--- src/rtl/blob_extent_tracker_if.sv ---
// Pixel fetch bus between the blob tracker and the frame store.
// The tracker (master) issues a one-cycle req with the x/y coordinate to
// fetch. The frame store (slave) answers later with valid plus the pixel's
// HSV value and its background model:
//   gray/mean - current gray level and background mean
//   bg_var    - background variance threshold
interface blob_extent_tracker_if #(
  parameter int CW = 11
);
  logic          req;
  logic [CW-1:0] x;
  logic [CW-1:0] y;
  logic          valid;
  logic [8:0]    h;
  logic [7:0]    s;
  logic [7:0]    v;
  logic [7:0]    gray;
  logic [7:0]    mean;
  logic [15:0]   bg_var;

  modport master (
    output req, x, y,
    input  valid, h, s, v, gray, mean, bg_var
  );

  modport slave (
    input  req, x, y,
    output valid, h, s, v, gray, mean, bg_var
  );
endinterface

--- src/rtl/blob_extent_tracker.sv ---
// blob_extent_tracker: scans a frame through the pixel fetch bus and drops
// background pixels using a mean/variance test. Each remaining pixel is
// classified against NCH HSV windows. For every channel the block tracks the
// extreme points (up/down/left/right) and a match count. Results are
// double-buffered: the output registers load only when a frame completes.
//
// Ports:
//   clk, rst            clock, synchronous active-high reset
//   start, continuous   start a scan / rescan after every frame
//   cfg_*               per-channel HSV windows (hue 9b, S/V 8b per channel)
//   pix                 pixel fetch bus (master side)
//   busy                scan in progress
//   valid               one-cycle pulse, result buses just updated
//   up/down/left/right  per-channel extreme coordinates, CW bits per channel
//   count, found        per-channel match count (20b) and count >= MIN_CNT
//   frame_cnt           completed frames, wraps
//
// state  | meaning
// S_IDLE | waiting for start, working registers held clear
// S_REQ  | issue fetch request for (x, y)
// S_WAIT | wait for pixel data, then process and advance
// S_OUT  | publish the frame result, restart or go idle
module blob_extent_tracker #(
  parameter int WIDTH     = 640,
  parameter int HEIGHT    = 480,
  parameter int STEP_X    = 1,
  parameter int STEP_Y    = 1,
  parameter int NCH       = 2,
  parameter int CW        = 11,
  parameter int MIN_CNT   = 16,
  parameter int NOT_FOUND = 2023
) (
  input  logic                  clk,
  input  logic                  rst,
  input  logic                  start,
  input  logic                  continuous,
  input  logic [NCH*9-1:0]      cfg_hmin,
  input  logic [NCH*9-1:0]      cfg_hmax,
  input  logic [NCH*8-1:0]      cfg_smin,
  input  logic [NCH*8-1:0]      cfg_smax,
  input  logic [NCH*8-1:0]      cfg_vmin,
  input  logic [NCH*8-1:0]      cfg_vmax,
  blob_extent_tracker_if.master pix,
  output logic                  busy,
  output logic                  valid,
  output logic [NCH*CW-1:0]     up_x,
  output logic [NCH*CW-1:0]     up_y,
  output logic [NCH*CW-1:0]     down_x,
  output logic [NCH*CW-1:0]     down_y,
  output logic [NCH*CW-1:0]     left_x,
  output logic [NCH*CW-1:0]     left_y,
  output logic [NCH*CW-1:0]     right_x,
  output logic [NCH*CW-1:0]     right_y,
  output logic [NCH*20-1:0]     count,
  output logic [NCH-1:0]        found,
  output logic [15:0]           frame_cnt
);

  typedef enum logic [1:0] {S_IDLE, S_REQ, S_WAIT, S_OUT} state_t;

  localparam logic [CW-1:0] NF = CW'(NOT_FOUND);

  state_t state, state_nxt;

  logic [CW-1:0] cx, cy;
  logic          req_c;
  logic          wk_clr;
  logic          pix_acc;
  logic          x_wrap, y_wrap, frame_end;

  logic [7:0]    diff;
  logic [15:0]   diff_sq;
  logic          is_bg;
  logic [NCH-1:0] ch_match;
  logic [NCH-1:0] hit;

  logic [CW-1:0] wk_ux [NCH], wk_uy [NCH], wk_dx [NCH], wk_dy [NCH];
  logic [CW-1:0] wk_lx [NCH], wk_ly [NCH], wk_rx [NCH], wk_ry [NCH];
  logic [19:0]   wk_cnt [NCH];
  logic [CW-1:0] n_ux [NCH], n_uy [NCH], n_dx [NCH], n_dy [NCH];
  logic [CW-1:0] n_lx [NCH], n_ly [NCH], n_rx [NCH], n_ry [NCH];
  logic [19:0]   n_cnt [NCH];

  assign pix.req = req_c;
  assign pix.x   = cx;
  assign pix.y   = cy;

  // Scan position bookkeeping; arithmetic done in 32 bits so x+STEP never wraps.
  assign x_wrap    = (int'(cx) + STEP_X) >= WIDTH;
  assign y_wrap    = (int'(cy) + STEP_Y) >= HEIGHT;
  assign frame_end = x_wrap && y_wrap;

  // ---------------- FSM ----------------
  always_ff @(posedge clk) begin
    if (rst) state <= S_IDLE;
    else     state <= state_nxt;
  end

  always_comb begin
    state_nxt = state;
    req_c     = 1'b0;
    busy      = 1'b0;
    valid     = 1'b0;
    wk_clr    = 1'b0;
    pix_acc   = 1'b0;
    case (state)
      S_IDLE: begin
        wk_clr = 1'b1;
        if (start) state_nxt = S_REQ;
      end
      S_REQ: begin
        req_c     = 1'b1;
        busy      = 1'b1;
        state_nxt = S_WAIT;
      end
      S_WAIT: begin
        busy = 1'b1;
        if (pix.valid) begin
          pix_acc   = 1'b1;
          state_nxt = frame_end ? S_OUT : S_REQ;
        end
      end
      S_OUT: begin
        busy  = 1'b1;
        valid = 1'b1;
        if (continuous) begin
          wk_clr    = 1'b1;
          state_nxt = S_REQ;
        end else begin
          state_nxt = S_IDLE;
        end
      end
      default: state_nxt = S_IDLE;
    endcase
  end

  // ---------------- pixel classification ----------------
  always_comb begin
    diff    = (pix.gray >= pix.mean) ? (pix.gray - pix.mean) : (pix.mean - pix.gray);
    diff_sq = {8'd0, diff} * {8'd0, diff};
    is_bg   = diff_sq <= pix.bg_var;
  end

  for (genvar k = 0; k < NCH; k++) begin : g_ch
    logic [8:0] hmin, hmax;
    logic [7:0] smin, smax, vmin, vmax;
    logic       h_ok, s_ok, v_ok;

    assign hmin = cfg_hmin[9*k +: 9];
    assign hmax = cfg_hmax[9*k +: 9];
    assign smin = cfg_smin[8*k +: 8];
    assign smax = cfg_smax[8*k +: 8];
    assign vmin = cfg_vmin[8*k +: 8];
    assign vmax = cfg_vmax[8*k +: 8];

    // hmin > hmax means the hue window wraps through 0/359.
    assign h_ok = (hmin <= hmax) ? ((pix.h >= hmin) && (pix.h <= hmax))
                                 : ((pix.h >= hmin) || (pix.h <= hmax));
    assign s_ok = (pix.s >= smin) && (pix.s <= smax);
    assign v_ok = (pix.v >= vmin) && (pix.v <= vmax);

    assign ch_match[k] = !is_bg && h_ok && s_ok && v_ok;
  end

  // Next working values if the current pixel were accepted. The output
  // registers load from these directly so the last pixel is included in
  // the result published together with valid.
  always_comb begin
    for (int k = 0; k < NCH; k++) begin
      n_ux[k]  = wk_ux[k];
      n_uy[k]  = wk_uy[k];
      n_dx[k]  = wk_dx[k];
      n_dy[k]  = wk_dy[k];
      n_lx[k]  = wk_lx[k];
      n_ly[k]  = wk_ly[k];
      n_rx[k]  = wk_rx[k];
      n_ry[k]  = wk_ry[k];
      n_cnt[k] = wk_cnt[k];
      if (ch_match[k]) begin
        if (wk_cnt[k] != '1) n_cnt[k] = wk_cnt[k] + 20'd1;
        if (cy < wk_uy[k]) begin
          n_ux[k] = cx;
          n_uy[k] = cy;
        end
        if (cy >= wk_dy[k]) begin
          n_dx[k] = cx;
          n_dy[k] = cy;
        end
        if (cx <= wk_lx[k]) begin
          n_lx[k] = cx;
          n_ly[k] = cy;
        end
        if (cx > wk_rx[k]) begin
          n_rx[k] = cx;
          n_ry[k] = cy;
        end
      end
      hit[k] = n_cnt[k] >= 20'(MIN_CNT);
    end
  end

  // ---------------- working registers ----------------
  always_ff @(posedge clk) begin
    if (rst || wk_clr) begin
      for (int k = 0; k < NCH; k++) begin
        wk_ux[k]  <= NF;
        wk_uy[k]  <= NF;
        wk_dx[k]  <= '0;
        wk_dy[k]  <= '0;
        wk_lx[k]  <= NF;
        wk_ly[k]  <= NF;
        wk_rx[k]  <= '0;
        wk_ry[k]  <= '0;
        wk_cnt[k] <= '0;
      end
    end else if (pix_acc) begin
      for (int k = 0; k < NCH; k++) begin
        wk_ux[k]  <= n_ux[k];
        wk_uy[k]  <= n_uy[k];
        wk_dx[k]  <= n_dx[k];
        wk_dy[k]  <= n_dy[k];
        wk_lx[k]  <= n_lx[k];
        wk_ly[k]  <= n_ly[k];
        wk_rx[k]  <= n_rx[k];
        wk_ry[k]  <= n_ry[k];
        wk_cnt[k] <= n_cnt[k];
      end
    end
  end

  // ---------------- scan position and result buffer ----------------
  always_ff @(posedge clk) begin
    if (rst) begin
      cx        <= '0;
      cy        <= '0;
      frame_cnt <= '0;
      found     <= '0;
      count     <= '0;
      up_x      <= {NCH{NF}};
      up_y      <= {NCH{NF}};
      down_x    <= {NCH{NF}};
      down_y    <= {NCH{NF}};
      left_x    <= {NCH{NF}};
      left_y    <= {NCH{NF}};
      right_x   <= {NCH{NF}};
      right_y   <= {NCH{NF}};
    end else if (state == S_IDLE) begin
      cx <= '0;
      cy <= '0;
    end else if (pix_acc) begin
      if (x_wrap) begin
        cx <= '0;
        if (y_wrap) cy <= '0;
        else        cy <= cy + CW'(STEP_Y);
      end else begin
        cx <= cx + CW'(STEP_X);
      end
      if (frame_end) begin
        frame_cnt <= frame_cnt + 16'd1;
        for (int k = 0; k < NCH; k++) begin
          found[k]               <= hit[k];
          count[20*k +: 20]      <= n_cnt[k];
          up_x[CW*k +: CW]       <= hit[k] ? n_ux[k] : NF;
          up_y[CW*k +: CW]       <= hit[k] ? n_uy[k] : NF;
          down_x[CW*k +: CW]     <= hit[k] ? n_dx[k] : NF;
          down_y[CW*k +: CW]     <= hit[k] ? n_dy[k] : NF;
          left_x[CW*k +: CW]     <= hit[k] ? n_lx[k] : NF;
          left_y[CW*k +: CW]     <= hit[k] ? n_ly[k] : NF;
          right_x[CW*k +: CW]    <= hit[k] ? n_rx[k] : NF;
          right_y[CW*k +: CW]    <= hit[k] ? n_ry[k] : NF;
        end
      end
    end
  end

endmodule

--- src/flat_wrapper.sv ---
// flat-port wrapper written by rule: the top's interface ports become plain ports
module blob_extent_tracker_flat 
#(
  parameter int WIDTH     = 640,
  parameter int HEIGHT    = 480,
  parameter int STEP_X    = 1,
  parameter int STEP_Y    = 1,
  parameter int NCH       = 2,
  parameter int CW        = 11,
  parameter int MIN_CNT   = 16,
  parameter int NOT_FOUND = 2023
)
  (clk, rst, start, continuous, cfg_hmin, cfg_hmax, cfg_smin, cfg_smax, cfg_vmin, cfg_vmax, busy, valid, up_x, up_y, down_x, down_y, left_x, left_y, right_x, right_y, count, found, frame_cnt, pix_req, pix_x, pix_y, pix_valid, pix_h, pix_s, pix_v, pix_gray, pix_mean, pix_bg_var);
  blob_extent_tracker_if #(.CW(CW)) pix_i ();
  input  logic clk;
  input  logic rst;
  input  logic start;
  input  logic continuous;
  input  logic [NCH*9-1:0] cfg_hmin;
  input  logic [NCH*9-1:0] cfg_hmax;
  input  logic [NCH*8-1:0] cfg_smin;
  input  logic [NCH*8-1:0] cfg_smax;
  input  logic [NCH*8-1:0] cfg_vmin;
  input  logic [NCH*8-1:0] cfg_vmax;
  output logic busy;
  output logic valid;
  output logic [NCH*CW-1:0] up_x;
  output logic [NCH*CW-1:0] up_y;
  output logic [NCH*CW-1:0] down_x;
  output logic [NCH*CW-1:0] down_y;
  output logic [NCH*CW-1:0] left_x;
  output logic [NCH*CW-1:0] left_y;
  output logic [NCH*CW-1:0] right_x;
  output logic [NCH*CW-1:0] right_y;
  output logic [NCH*20-1:0] count;
  output logic [NCH-1:0] found;
  output logic [15:0] frame_cnt;
  output wire logic [$bits(pix_i.req)-1:0] pix_req;
  output wire logic [$bits(pix_i.x)-1:0] pix_x;
  output wire logic [$bits(pix_i.y)-1:0] pix_y;
  input wire logic [$bits(pix_i.valid)-1:0] pix_valid;
  input wire logic [$bits(pix_i.h)-1:0] pix_h;
  input wire logic [$bits(pix_i.s)-1:0] pix_s;
  input wire logic [$bits(pix_i.v)-1:0] pix_v;
  input wire logic [$bits(pix_i.gray)-1:0] pix_gray;
  input wire logic [$bits(pix_i.mean)-1:0] pix_mean;
  input wire logic [$bits(pix_i.bg_var)-1:0] pix_bg_var;
  assign pix_req = pix_i.req;
  assign pix_x = pix_i.x;
  assign pix_y = pix_i.y;
  assign pix_i.valid = pix_valid;
  assign pix_i.h = pix_h;
  assign pix_i.s = pix_s;
  assign pix_i.v = pix_v;
  assign pix_i.gray = pix_gray;
  assign pix_i.mean = pix_mean;
  assign pix_i.bg_var = pix_bg_var;
  blob_extent_tracker #(.WIDTH(WIDTH), .HEIGHT(HEIGHT), .STEP_X(STEP_X), .STEP_Y(STEP_Y), .NCH(NCH), .CW(CW), .MIN_CNT(MIN_CNT), .NOT_FOUND(NOT_FOUND)) u_core (.clk(clk), .rst(rst), .start(start), .continuous(continuous), .cfg_hmin(cfg_hmin), .cfg_hmax(cfg_hmax), .cfg_smin(cfg_smin), .cfg_smax(cfg_smax), .cfg_vmin(cfg_vmin), .cfg_vmax(cfg_vmax), .pix(pix_i), .busy(busy), .valid(valid), .up_x(up_x), .up_y(up_y), .down_x(down_x), .down_y(down_y), .left_x(left_x), .left_y(left_y), .right_x(right_x), .right_y(right_y), .count(count), .found(found), .frame_cnt(frame_cnt));
endmodule
--- config.mk ---
export PLATFORM = sky130hd
export DESIGN_NAME = blob_extent_tracker_flat
export DESIGN_NICKNAME = d
export VERILOG_FILES = /design/src/rtl/blob_extent_tracker_if.sv /design/src/rtl/blob_extent_tracker.sv /design/src/flat_wrapper.sv
export SDC_FILE = /design/constraint.sdc
export NUM_CORES = 1
export LEC_CHECK = 0
export CAP_MARGIN = 20
export CELL_PAD_IN_SITES_DETAIL_PLACEMENT = 2
export CELL_PAD_IN_SITES_GLOBAL_PLACEMENT = 2
export CORE_UTILIZATION = 37
export CTS_CLUSTER_DIAMETER = 100
export CTS_CLUSTER_SIZE = 12
export DETAILED_ROUTE_END_ITERATION = 6
export PLACE_DENSITY = 0.92
export REMOVE_ABC_BUFFERS = 1
export SLEW_MARGIN = 20
export SYNTH_ARGS = -nofsm -noshare
export SYNTH_HDL_FRONTEND = slang
export SYNTH_SLANG_ARGS = --single-unit
--- constraint.sdc ---
create_clock -name clk -period 20.7 [get_ports clk]
set_input_delay 5.175 -clock clk [delete_from_list [all_inputs] [get_ports clk]]
set_output_delay 5.175 -clock clk [all_outputs]
set_load 0.01 [all_outputs]
# Word-level counts from Yosys, hierarchy flattened
# Memory sizes are Yosys's and may differ from the RTL's.
# Cells that the tools add are included.
[totals]
ram_bits = 216
n_memories = 9
in_bits = 162
out_inout_bits = 259
elab_cells = 202
register_bits = 258
[classes]
add_sub_neg = 9
order_cmp = 28
bitwise_logic = 19
eq_ne = 7
reduce_logical = 23
n_mux = 92
multipliers = 1
[memory_table]
columns = ["name", "words", "width", "rd", "rd_ports_with_merged_regs", "write_ports", "line", "rtl"]
rows = [
  ["u_core.wk_cnt", 2, 20, 2, 0, 2, "blob_extent_tracker.sv:79", "logic [19:0] wk_cnt [NCH];"],
  ["u_core.wk_dx", 2, 11, 2, 0, 2, "blob_extent_tracker.sv:77", "logic [CW-1:0] wk_ux [NCH], wk_uy [NCH], wk_dx [NCH], wk_dy [NCH];"],
  ["u_core.wk_dy", 2, 11, 2, 0, 2, "blob_extent_tracker.sv:77", ""],
  ["u_core.wk_lx", 2, 11, 2, 0, 2, "blob_extent_tracker.sv:78", "logic [CW-1:0] wk_lx [NCH], wk_ly [NCH], wk_rx [NCH], wk_ry [NCH];"],
  ["u_core.wk_ly", 2, 11, 2, 0, 2, "blob_extent_tracker.sv:78", ""],
  ["u_core.wk_rx", 2, 11, 2, 0, 2, "blob_extent_tracker.sv:78", ""],
  ["3 more memories", "n/a", "n/a", "n/a", "n/a", "n/a", "n/a", ""],
]
[op_table]
columns = ["operator", "n"]
rows = [
  ["2-to-1 mux 11 bit", 66],
  ["2-to-1 mux 20 bit", 6],
  ["adder 20 x 1 -> 20 bit, second input constant", 2],
  [">= comparator 20 x 5 -> 1 bit, second input constant", 2],
  [">= comparator 8 bit", 5],
  ["inequality test 20 bit, second input constant", 2],
  ["<= comparator 9 bit", 4],
  [">= comparator 32 x 10 -> 1 bit, second input constant", 1],
  [">= comparator 32 x 11 -> 1 bit, second input constant", 1],
  ["<= comparator 8 bit", 4],
  ["adder 11 x 1 -> 12 bit, second input constant", 2],
  ["adder 11 x 1 -> 11 bit, second input constant", 2],
  [">= comparator 11 bit", 2],
  ["greater-than comparator 11 bit", 2],
  ["<= comparator 11 bit", 2],
  ["< comparator 11 bit", 2],
  [">= comparator 9 bit", 2],
  ["bitwise OR 1 bit", 18],
  ["adder 16 x 1 -> 16 bit, second input constant", 1],
  ["<= comparator 16 bit", 1],
  ["multiplier 8 x 8 -> 16 bit", 1],
  ["subtractor 8 bit", 2],
  ["2-to-1 mux 1 bit", 14],
  ["logical AND 1 bit", 13],
  ["other kinds (15)", 22],
]

# Logic depth before layout (Yosys ltp)
[depth]
word_depth = 11
ltp_mapped = 48
mapped_depth_nobuf = 43

# Worst setup path after synthesis
# Ideal clock, no wire load.
[synth_path]
path_kind = "input to register"
startpoint = "input pix_gray[0]"
endpoint = "register u_core.down_y[3]"
path_buffers = 4
setup_ns = 0.127
setup_slack_ns = 6.390
t_required_ns = 20.573
stages = 45
arrival_ns = 14.182
path_cell_list = "inv_1 > ha_1 > inv_1 > fa_1 > a21o_1 > a21oi_1 > a31oi_1 > a211o_1 > clkbuf_1 > mux2_2 > a21oi_1 > o21ai_0 > xnor2_1 > inv_1 > nand2_1 > inv_1 > fa_1 > fa_1 > (+9 left out) > nand2b_1 > a21oi_1 > xnor2_1 > ha_1 > nand4_1 > nor2_1 > o21ai_0 > o211ai_1 > nand4_1 > or4_4 > buf_6 > or4_1 > a22oi_1 > and3_2 > and3_1 > buf_4 > buf_6 > o31ai_1"
[synth_between]
elab_chain_cells = 11
word_cells_on_any_way = 14
cone_classes = "add/sub: 2; mul: 1; order compare: 3; mux: 4; reduce/logical: 4"
[synth_lines]
columns = ["element", "line", "rtl"]
rows = [
  ["from (decl)", "flat_wrapper.sv:45", "input wire logic [$bits(pix_i.gray)-1:0] pix_gray;"],
  ["subtractor 8 bit or >= comparator 8 bit (tied branches)", "blob_extent_tracker.sv:139", "diff = (pix.gray >= pix.mean) ? (pix.gray - pix.mean) : (pix.mean - pix.gray);"],
  ["2-to-1 mux 8 bit (*)", "blob_extent_tracker.sv:139", ""],
  ["multiplier 8 x 8 -> 16 bit (*)", "blob_extent_tracker.sv:140", "diff_sq = {8'd0, diff} * {8'd0, diff};"],
  ["<= comparator 16 bit (*)", "blob_extent_tracker.sv:141", "is_bg = diff_sq <= pix.bg_var;"],
  ["zero test 1 bit (*)", "blob_extent_tracker.sv:162", "assign ch_match[k] = !is_bg && h_ok && s_ok && v_ok;"],
  ["logical AND 1 bit (*) (3 in series)", "blob_extent_tracker.sv:162", ""],
  ["2-to-1 mux 20 bit", "blob_extent_tracker.sv:179", "if (ch_match[k]) begin"],
  [">= comparator 20 x 5 -> 1 bit", "blob_extent_tracker.sv:198", "hit[k] = n_cnt[k] >= 20'(MIN_CNT);"],
  ["2-to-1 mux 11 bit (*)", "blob_extent_tracker.sv:266", "down_y[CW*k +: CW] <= hit[k] ? n_dy[k] : NF;"],
  ["to (signal assigned)", "blob_extent_tracker.sv:242", "down_y <= {NCH{NF}};"],
  ["to (signal, indexed assignment)", "blob_extent_tracker.sv:266", ""],
  ["to (decl)", "blob_extent_tracker.sv:49", "output logic [NCH*CW-1:0] down_y,"],
]
# Every way passes the cells marked *; elsewhere a longest branch is shown, timed or not.
# A chain may end at the register's enable or synchronous reset.

# Final worst setup path
[layout_path]
startpoint = "input pix_mean[1]"
endpoint = "register u_core.right_y[8]"
[layout_between]
elab_chain_cells = 11
word_cells_on_any_way = 14
cone_classes = "add/sub: 2; mul: 1; order compare: 3; mux: 4; reduce/logical: 4"
[layout_lines]
columns = ["element", "line", "rtl"]
rows = [
  ["from (decl)", "flat_wrapper.sv:46", "input wire logic [$bits(pix_i.mean)-1:0] pix_mean;"],
  ["subtractor 8 bit or >= comparator 8 bit (tied branches)", "blob_extent_tracker.sv:139", ""],
  ["2-to-1 mux 8 bit (*)", "blob_extent_tracker.sv:139", ""],
  ["multiplier 8 x 8 -> 16 bit (*)", "blob_extent_tracker.sv:140", ""],
  ["<= comparator 16 bit (*)", "blob_extent_tracker.sv:141", ""],
  ["zero test 1 bit (*)", "blob_extent_tracker.sv:162", ""],
  ["logical AND 1 bit (*) (3 in series)", "blob_extent_tracker.sv:162", ""],
  ["2-to-1 mux 20 bit", "blob_extent_tracker.sv:179", ""],
  [">= comparator 20 x 5 -> 1 bit", "blob_extent_tracker.sv:198", ""],
  ["2-to-1 mux 11 bit (*)", "blob_extent_tracker.sv:270", "right_y[CW*k +: CW] <= hit[k] ? n_ry[k] : NF;"],
  ["to (signal assigned)", "blob_extent_tracker.sv:246", "right_y <= {NCH{NF}};"],
  ["to (signal, indexed assignment)", "blob_extent_tracker.sv:270", ""],
  ["to (decl)", "blob_extent_tracker.sv:53", "output logic [NCH*CW-1:0] right_y,"],
]
# Marks and branches as above.

==> run metrics <==
status=finished clean; Logic pwr share=between 40% and 50%; first-pass GRT wire length=roughly 170000 um; Critical Path Fanout Max=54; xor/xnor share of the synthesized area=under 10%; Tmin final=roughly 17000 ps; Yosys top cell area share=23.7%; # hold bufs at CTS=0; Vias=~23000; post-synthesis compound-gate area fraction=a little under an eighth; fin. max-slew vios=0; Initial Util=about 37%; DR vias/cell=5.56; Seq/Total Area, Yosys=a little over two fifths; die height=274 um; simple-gate share of the synthesized area=approximately 14%; setup TNS=0 ps; Die ar.=0.0749 sq mm; 1st-pass router iterations=4; largest family of logic cells by synthesized area=adder cells; clk_skew=about 29 ps; Slowest-stage cell, CP=a31oi_4; Post-DRT Antenna Nets=0; IO buf count=420; Distinct cells, synth=71; H-tree depth=2; maximum clock path buffer count=3; worst skew pair latency=roughly 610 ps; area of the core=0.0730 sq mm; synth warn=0; synth top area cells=edfxtp_1 (24%), dfxtp_1 (19%), ha_1 (13%); Max VDD drop=0.104 mV; final net count=around 3700; CTS sink count=~470; fin area=between 0.03 and 0.04 sq mm; endpoints failing setup=0; Inserted Clock Buffers=45; adder-cell area share of the yosys netlist=14.7%; CTS root buf=clkbuf_16; Max-slew headroom=approximately 16%; initial drt markers=between 900 and 1000; num ports=421; number of global-route vias before repair=approximately 27000; max cap viols=0; Yosys top cell by area=edfxtp_1; Net Sw Frac=between 30% and 40%; CP dominant cell by count=inv_1; Critical Path Start Type=primary input; Worst setup EP type=flop; synthesized area per cell=around 9.6 sq um; DR WL/cell=between 20 and 30 um; switching power of the nets=between 0.001 and 0.0015 W; Max Fclk=a little under 60 MHz; commonest non-fill, non-tap cell in the layout=nor2_1; Synth Flop Type=dfxtp_1; biggest regs=u_core.count (40), u_core.wk_cnt (40); Clock transition at path regs=about 70 ps; DP Area=0.0324 sq mm; GRT Util Overall=between 20% and 30%; grt total ovfl=0; most frequent cells in the layout=nor2_1 (449), clkdlybuf4s50_1 (419), ha_1 (276), inv_1 (274), dfxtp_1 (258); layout cells sized above 1=under 10%; Seq pwr share=a little over a third; CTS tree=built; DRC viols=0; required time of the worst setup path=roughly 21000 ps; DRT Wirelength=roughly 110000 um; num rows=99; Async SR Flop Fraction=0%; Clock power frac=a little under a quarter; Worst path max stage delay=between 800 and 900 ps; P_leak=between 10 and 15 nW; post-CTS sizing=0; synthesized area=around 0.027 sq mm; Die W=274 um; final core occ=a little under half; Fin. Hold Viols=0; Worst Path Arrival=between 15000 and 20000 ps; HP Class=flop to flop; RSZ-0062 raised after global routing=no; Final period util=slightly above 80%; Mapped Cells=approximately 2900; dpl hpwl=approximately 77000 um; cell-internal power=around 0.0021 W; Final GP Congestion=approximately 0.89; Post-synth EDFFs=approximately 220; area grow syn2layout=23.7%; Setup CP Type=primary input to flop; Power Density=between 100 and 150 mW/mm^2; mux share of post-synthesis cell area=7.09%; #FFs+latches synth=474; initial antenna violation count=3; post-CTS setup repair buffer count=0; Worst-Margin Slew=1260 ps; largest net degree at the start of global routing=~170
## worst max-delay path: cells and delay by family
family	cells	cell delay [ps]
AOI/OAI and AO/OA	14	3270
xor gates and xnor gates	2	890
adders and majority gates	7	3210
buffers and inverters	8	1970
muxes	1	340
and+or+nand+nor	9	2620
## final timing paths
path | from | end | slack, ps | cells past startpoint
max | pix_mean[1] | u_core.right_y[8] | 3570 | 41
min | u_core.count[36] | u_core.count[36] | 470 | 2
max reg2reg | u_core.pix.x[1] | u_core.right_y[8] | 14530 | 12
min reg2reg | u_core.count[36] | u_core.count[36] | 470 | 2
## Yosys cell counts, drive strengths merged, types with 4 or more instances
| library cell | instances |
|---|---|
| or4 | 4 |
| nand4 | 49 |
| mux2i | 188 |
| o21bai | 8 |
| mux2 | 5 |
| and4 | 10 |
| xor2 | 39 |
| a21o | 28 |
| nand2b | 20 |
| dfxtp | 258 |
| nor2 | 451 |
| or2 | 13 |
| o31ai | 19 |
| o21ai | 73 |
| ha | 276 |
| o21a | 15 |
| nand2 | 203 |
| a211oi | 48 |
| nor2b | 22 |
| inv | 274 |
| nand3 | 43 |
| nor4 | 9 |
| a22oi | 4 |
| buf | 54 |
| o211ai | 9 |
| a211o | 4 |
| xnor2 | 50 |
| edfxtp | 216 |
| nand4b | 4 |
| nor3 | 29 |
| and2 | 7 |
| clkbuf | 86 |
| a21oi | 251 |
| fa | 27 |
| and3 | 18 |
| a221oi | 4 |
| or3 | 7 |
| a31oi | 10 |
## metrics by stage
| stage | setup slack, ps | cells | hold WS [ps] | power, W |
|---|---|---|---|---|
| after floorplan | 5070 | 2719 | 472 | 0.00219 |
| after global placement | 3950 | 4134 | 443 | 0.00245 |
| after detailed placement | 3040 | 4134 | 458 | 0.00261 |
| after CTS | 3590 | 4218 | 475 | 0.00345 |
| after global routing | 2830 | 4224 | 496 | 0.00364 |
| final | 3570 | 4224 | 465 | 0.00343 |
## layout make-up
class,instances,area [sq um]
diodes,3,7.51
clock buffers,80,1280
clock inverters,4,48.8
fillers,7640,39200
inverters,274,1030
multi-input cells,1971,14000
flip-flops and latches,474,11700
well taps,959,1200
repair buffers,459,4560
## per-layer routing
metal / part of all wire [%] / track usage (%)
met1: 40 / 33.3
met2: 51 / 52.3
met3: 3.9 / 3.75
met4: 4.9 / 14.1
met5: 0 / 0
## kinds of logic after synthesis
kind of cell	after synthesis
adder cells (fa/ha/maj)	304
flip-flops	474
XOR/XNOR	89
buffers and inverters	414
AND/OR/NAND/NOR	895
AO/OA/AOI/OAI	490
multiplexers	193
## power by group through the flow
stage / Clock [W] / Sequential (W) / Combinational [W]
3_5_place_dp: 0 / 0.00124 / 0.00137
2_1_floorplan: 0 / 0.00124 / 0.000948
4_1_cts: 0.000824 / 0.00123 / 0.00140
3_3_place_gp: 0 / 0.00122 / 0.00123
5_1_grt: 0.000858 / 0.00124 / 0.00154
6_report: 0.000815 / 0.00123 / 0.00139
No activity file was read; power rests on OpenSTA's default activity.
